**config.mk**
```make
export PLATFORM = sky130hd
export DESIGN_NAME = m_pkt_match
export DESIGN_NICKNAME = d
export VERILOG_FILES = /design/src/rtl/m_pkt_match.sv
export SDC_FILE = /design/constraint.sdc
export NUM_CORES = 1
export LEC_CHECK = 0
export CAP_MARGIN = 30
export CORE_AREA = 2 2 188 190
export CTS_BUF_LIST = sky130_fd_sc_hd__clkbuf_16
export DETAILED_ROUTE_END_ITERATION = 7
export DIE_AREA = 0 0 190 192
export SETUP_SLACK_MARGIN = 0.1
export SLEW_MARGIN = 20
export SYNTH_ARGS = -nofsm -noshare
export SYNTH_HDL_FRONTEND = slang
export SYNTH_SLANG_ARGS = --single-unit
```
**constraint.sdc**
```tcl
create_clock -name clk -period 3.85 [get_ports clk]
set_input_delay 0.77 -clock clk [delete_from_list [all_inputs] [get_ports clk]]
set_output_delay 0.77 -clock clk [all_outputs]
set_load 0.1 [all_outputs]
```
**src/rtl/m_pkt_match.sv**
```systemverilog
// m_pkt_match: streaming packet classifier.
// Tracks the word offset of each 8-byte beat within its packet, compares
// full words against a small match table (lowest index wins, first hit per
// packet sticks), and forwards beats through one output register stage.
// The resolved buffer token appears only on the EOP beat.

package m_pkg;

    typedef logic [7:0] packet_word_off_t;

    typedef struct packed {
        logic        sop;
        logic        eop;
        logic [2:0]  length;
        logic [63:0] data;
    } in_t;

    typedef struct packed {
        logic             valid;
        packet_word_off_t off;
        logic [63:0]      match;
        logic [7:0]       buffer;
    } sym_match_t;

    typedef struct packed {
        logic        sop;
        logic        eop;
        logic [2:0]  length;
        logic [63:0] data;
        logic [7:0]  buffer;
    } out_t;

endpackage

module m_pkt_match #(
    parameter int N_MATCH = 4
) (
    input  logic                                clk,
    input  logic                                arst_n,
    input  logic                                in_vld,
    input  m_pkg::in_t                          in,
    output logic                                in_rdy,
    input  m_pkg::sym_match_t [N_MATCH-1:0]     cfg_match,
    output logic                                out_vld,
    output m_pkg::out_t                         out,
    input  logic                                out_rdy,
    output logic                                err_framing
);

    typedef enum logic [0:0] {
        ST_IDLE = 1'b0,
        ST_PKT  = 1'b1
    } state_t;

    state_t                  state_q, state_d;
    m_pkg::packet_word_off_t word_q, word_d;
    logic                    ovf_q, ovf_d;
    logic                    hit_q, hit_d;
    logic [7:0]              buf_q, buf_d;
    logic                    err_q, err_d;
    logic                    out_vld_q, out_vld_d;
    m_pkg::out_t             out_q, out_d;

    logic                    accept_s;
    logic                    drop_s;
    logic                    fwd_s;
    m_pkg::packet_word_off_t idx_s;
    logic                    ovf_eff_s;
    logic                    hit_prev_s;
    logic [7:0]              buf_prev_s;
    logic [N_MATCH-1:0]      match_s;
    logic                    any_hit_s;
    logic [7:0]              win_buf_s;

    // A beat may enter whenever the output register is empty or draining this cycle.
    assign in_rdy      = !out_vld_q || out_rdy;
    assign out_vld     = out_vld_q;
    assign out         = out_q;
    assign err_framing = err_q;

    // Per-beat context: SOP overrides the running word index, overflow and hit state.
    always_comb begin
        accept_s   = in_vld && in_rdy;
        idx_s      = in.sop ? 8'd0  : word_q;
        ovf_eff_s  = in.sop ? 1'b0  : ovf_q;
        hit_prev_s = in.sop ? 1'b0  : hit_q;
        buf_prev_s = in.sop ? 8'h00 : buf_q;
        case (state_q)
            ST_IDLE: drop_s = !in.sop;
            ST_PKT:  drop_s = 1'b0;
            default: drop_s = 1'b0;
        endcase
        fwd_s = accept_s && !drop_s;
    end

    // Full-word compare of the current beat against every enabled table entry.
    always_comb begin
        match_s = '0;
        for (int i = 0; i < N_MATCH; i++) begin
            match_s[i] = !ovf_eff_s
                      && cfg_match[i].valid
                      && (cfg_match[i].off == idx_s)
                      && (in.length == 3'd7)
                      && (in.data == cfg_match[i].match);
        end
    end

    // Priority encode: scanning from the top lets the lowest hitting index win.
    always_comb begin
        win_buf_s = 8'h00;
        for (int i = N_MATCH - 1; i >= 0; i--) begin
            win_buf_s = match_s[i] ? cfg_match[i].buffer : win_buf_s;
        end
        any_hit_s = |match_s;
    end

    // Next-state for framing, word tracking, hit latching and the output stage.
    always_comb begin
        state_d   = state_q;
        word_d    = word_q;
        ovf_d     = ovf_q;
        hit_d     = hit_q;
        buf_d     = buf_q;
        err_d     = err_q;
        out_vld_d = out_vld_q;
        out_d     = out_q;

        if (accept_s && drop_s) begin
            err_d = 1'b1;
        end else begin
            err_d = err_q;
        end

        if (fwd_s) begin
            state_d = in.eop ? ST_IDLE : ST_PKT;

            // Index 255 is still compared; everything past it is not.
            if (idx_s == 8'hFF) begin
                word_d = 8'hFF;
                ovf_d  = 1'b1;
            end else begin
                word_d = idx_s + 8'd1;
                ovf_d  = ovf_eff_s;
            end

            // Only the first hitting beat of a packet decides the token.
            if (!hit_prev_s && any_hit_s) begin
                hit_d = 1'b1;
                buf_d = win_buf_s;
            end else begin
                hit_d = hit_prev_s;
                buf_d = buf_prev_s;
            end

            out_d.sop    = in.sop;
            out_d.eop    = in.eop;
            out_d.length = in.length;
            out_d.data   = in.data;
            out_d.buffer = in.eop ? buf_d : 8'h00;
            out_vld_d    = 1'b1;
        end else if (out_rdy) begin
            out_vld_d = 1'b0;
        end else begin
            out_vld_d = out_vld_q;
        end
    end

    // State registers; reset discards everything, including a held output beat.
    always_ff @(posedge clk or negedge arst_n) begin
        if (!arst_n) begin
            state_q   <= ST_IDLE;
            word_q    <= 8'd0;
            ovf_q     <= 1'b0;
            hit_q     <= 1'b0;
            buf_q     <= 8'h00;
            err_q     <= 1'b0;
            out_vld_q <= 1'b0;
            out_q     <= '0;
        end else begin
            state_q   <= state_d;
            word_q    <= word_d;
            ovf_q     <= ovf_d;
            hit_q     <= hit_d;
            buf_q     <= buf_d;
            err_q     <= err_d;
            out_vld_q <= out_vld_d;
            out_q     <= out_d;
        end
    end

endmodule
```
==> results_dict.tcl <==
set metrics [dict create \
    status "finished, final reports clean" \
    fill_cells 3461 \
    coreArea_um2 34300 \
    die_w_um 190 \
    cts.sinks 98 \
    worst_pin_slew_ns 1.05 \
    min_period_ns 3.62 \
    internal_power_uw 2750 \
    clk_latency_ns 0.37 \
    grt-ovfl-total 0 \
    crit_path_max_fanout 8 \
    skew_ns 0.00727 \
    gp_congestion 0.975 \
    endpoint_kind "flop" \
    ys_warn_count 0 \
    rsz0062_at_grt "false" \
    dp_hpwl_um 43000 \
    switching_share 0.483 \
    slew-limit-headroom 0.298 \
    synth_nets 1378 \
    clk_pin_slew_ns 0.08 \
    max-cap-violations 0 \
    cts_htree_levels 3 \
    numCtsBuffers 9 \
    synth_cells 980 \
    fin_nets 1909 \
    cpMaxStageDelayCell "clkdlybuf4s50_1" \
    drive_gt1_frac 0.114 \
    synth_top_family_by_area "XOR/XNOR gates" \
    worst-r2r-setup-slack_ns 0.75 \
    synth.mux.area_fraction 0.00878 \
    synth_adder_area_share 0.00157 \
    ys_seq_area_frac 0.307 \
    ios 477 \
    yosysUniqueCellTypes 61 \
    drtAntennaViolNets 0 \
    track_usage 0.271 \
    drt-total-wl_um 50400 \
    setup_viol 0 \
    clock_path_buffers 2 \
    utilization 0.424 \
    grt_pass1_vias 9725 \
    synth.cell_area_um2 7980 \
    synthXorXnorAreaFrac 0.281 \
    final_cell_mix "clkdlybuf4s50_1 (472), nand2_1 (211), xnor2_1 (132)" \
    arrival_ns 3.91 \
    drc 0 \
    fin_setup_tns_ns 0 \
    final_common_cell "clkdlybuf4s50_1" \
    crit_path_cell_trace "clkdlybuf4s50_1 -> buf_4 -> xnor2_1 -> nand4_1 -> nor4_2 -> nand4_1 -> buf_4 -> or3_4 -> a41oi_4 -> buf_4 -> nand2_4 -> o2bb2ai_1" \
    area_growth_pct 82.0 \
    dieArea_um2 36500 \
    grt_max_degree 67 \
    p_leak_uw 0.00597 \
    synth_edf_count 0 \
    synth-simple-area-share 0.241 \
    combPwrFrac 0.561 \
    async_flop_share 1.00 \
    avgSynthCellArea_um2 8.14 \
    wire_per_inst_um 25.5 \
    maxSlewViolCount 0 \
    period_share 0.941 \
    rows 68 \
    slowest_delay_ns 0.79 \
    dieHeight_um 192 \
    clkPwrFrac 0.191 \
    vias 9343 \
    clockRootBuffer "clkbuf_16" \
    crit_path_frequent_cell "buf_4" \
    fmax_mhz 276 \
    p_sw_uw 2570 \
    synthFlopType "dfrtp_1" \
    cts_tree "yes" \
    dr.pass1.iters 5 \
    grt_pass1_wl_um 68600 \
    drt_iter0_drc 534 \
    start_kind "input pin" \
    io_buffers 476 \
    routed_via_density 4.73 \
    hold_violations 0 \
    setup.worst_path.class "in -> reg" \
    start_util 0.233 \
    ys_ff_latch 98 \
    cp.required_ns 4.14 \
    pwr-share-seq 0.248 \
    powerDensity_nw_per_um2 366 \
    hold_class "in -> async" \
    antenna_found_initial 4 \
    synth_compound_area_frac 0.106 \
    vdd_ir_drop_max_mv 0.403 \
]
[what timing repair did]
action,4_1_cts,5_1_grt
gates resized for setup,5,5
endpoints found under the setup margin,17,11
pin swaps,1,2
setup buffers,1,0
hold buffers,0,0
[area by class of cell]
type	instances	area, um2	area share
well taps	455	569	0.0392
clock inverters	7	87.6	0.00603
repair buffers	609	5950	0.410
clock buffers	9	225	0.0155
multi-input cells	772	5150	0.354
diodes	4	10.0	0.000689
flip-flops and latches	98	2450	0.169
inverters	21	78.8	0.00543
[cell usage after synthesis (all sizes together) (6+ instances only)]
| cell type | n | area [um2] |
|---|---|---|
| nand2 | 212 | 803 |
| xnor2 | 133 | 1160 |
| xor2 | 123 | 1080 |
| dfrtp | 98 | 2450 |
| clkbuf | 69 | 259 |
| nor4 | 38 | 250 |
| nand4 | 36 | 225 |
| o21ai | 32 | 164 |
| nor2 | 30 | 113 |
| inv | 21 | 78.8 |
| buf | 20 | 100 |
| nand3 | 18 | 108 |
| a21oi | 14 | 70.1 |
| a31oi | 12 | 75.1 |
| nand2b | 12 | 75.1 |
| and3 | 11 | 68.8 |
| nor2b | 9 | 56.3 |
| a22oi | 8 | 60.1 |
| nor4bb | 8 | 80.1 |
| o2111ai | 8 | 70.1 |
| o2bb2ai | 8 | 70.1 |
| mux2i | 7 | 70.1 |
| o211a | 6 | 60.1 |
[metal layers]
layer	GRT usage	part of all wire	up-vias	routed length [um]
met5	0	0	-	0
met4	0.110	0.038	0	1910
met3	0.0590	0.073	63	3680
met2	0.472	0.49	422	24700
met1	0.324	0.40	4494	20100
li1	-	-	4364	-
[flip-flops by register name, summed over array words and instances, names as in the netlist]
signal,count
out,77
buf_q,8
word_q,8
err_framing,1
hit_q,1
out_vld,1
ovf_q,1
state_q,1
[final timing paths]
kind                       depth (start not counted)          end         from
max                                               12     buf_q[3]       in[61]
min                                                1       out[3]       arst_n
max reg2reg                                        8     buf_q[3]    word_q[0]
min reg2reg                                        1  err_framing  err_framing
max in group asynchronous                          2      out[32]       arst_n
min in group clk                                   1  err_framing  err_framing
[worst max-delay path: cells and delay by family]
kind            cells  cell delay [ns]
compound gates      2             0.38
xor+xnor            1             0.11
buf+inv             4             1.37
simple gates        5             1.27
[cells by family (layout without fill, tap and decap cells)]
kind of cell,Yosys count,after routing
mux,7,7
fa+ha+maj,1,1
flops,98,98
other cells,0,4
buf+inv,110,646
simple gates,391,391
xor+xnor,256,256
compound gates,117,117
[through the flow]
step           setup slack, ns  total power, uW  std cells  instance area, um2  hold WS, ns
5_1_grt                  0.107             5520       1975               14500        0.380
4_1_cts                  0.167             5350       1970               14500        0.465
3_3_place_gp            -0.456             4210       1947               14000        0.446
3_5_place_dp            -0.496             4310       1953               14100        0.453
6_report                 0.228             5320       1975               14500        0.362
2_1_floorplan            0.585             3040        980                7980        0.448
[power by group through the flow]
stage	clock network (uW)	registers (uW)	logic, uW
4_1_cts	1040	1320	2990
3_3_place_gp	0	1330	2880
2_1_floorplan	0	2480	566
5_1_grt	1080	1340	3100
3_5_place_dp	0	1330	2980
6_report	1020	1320	2990
No activity file was read; power rests on OpenSTA's default activity.
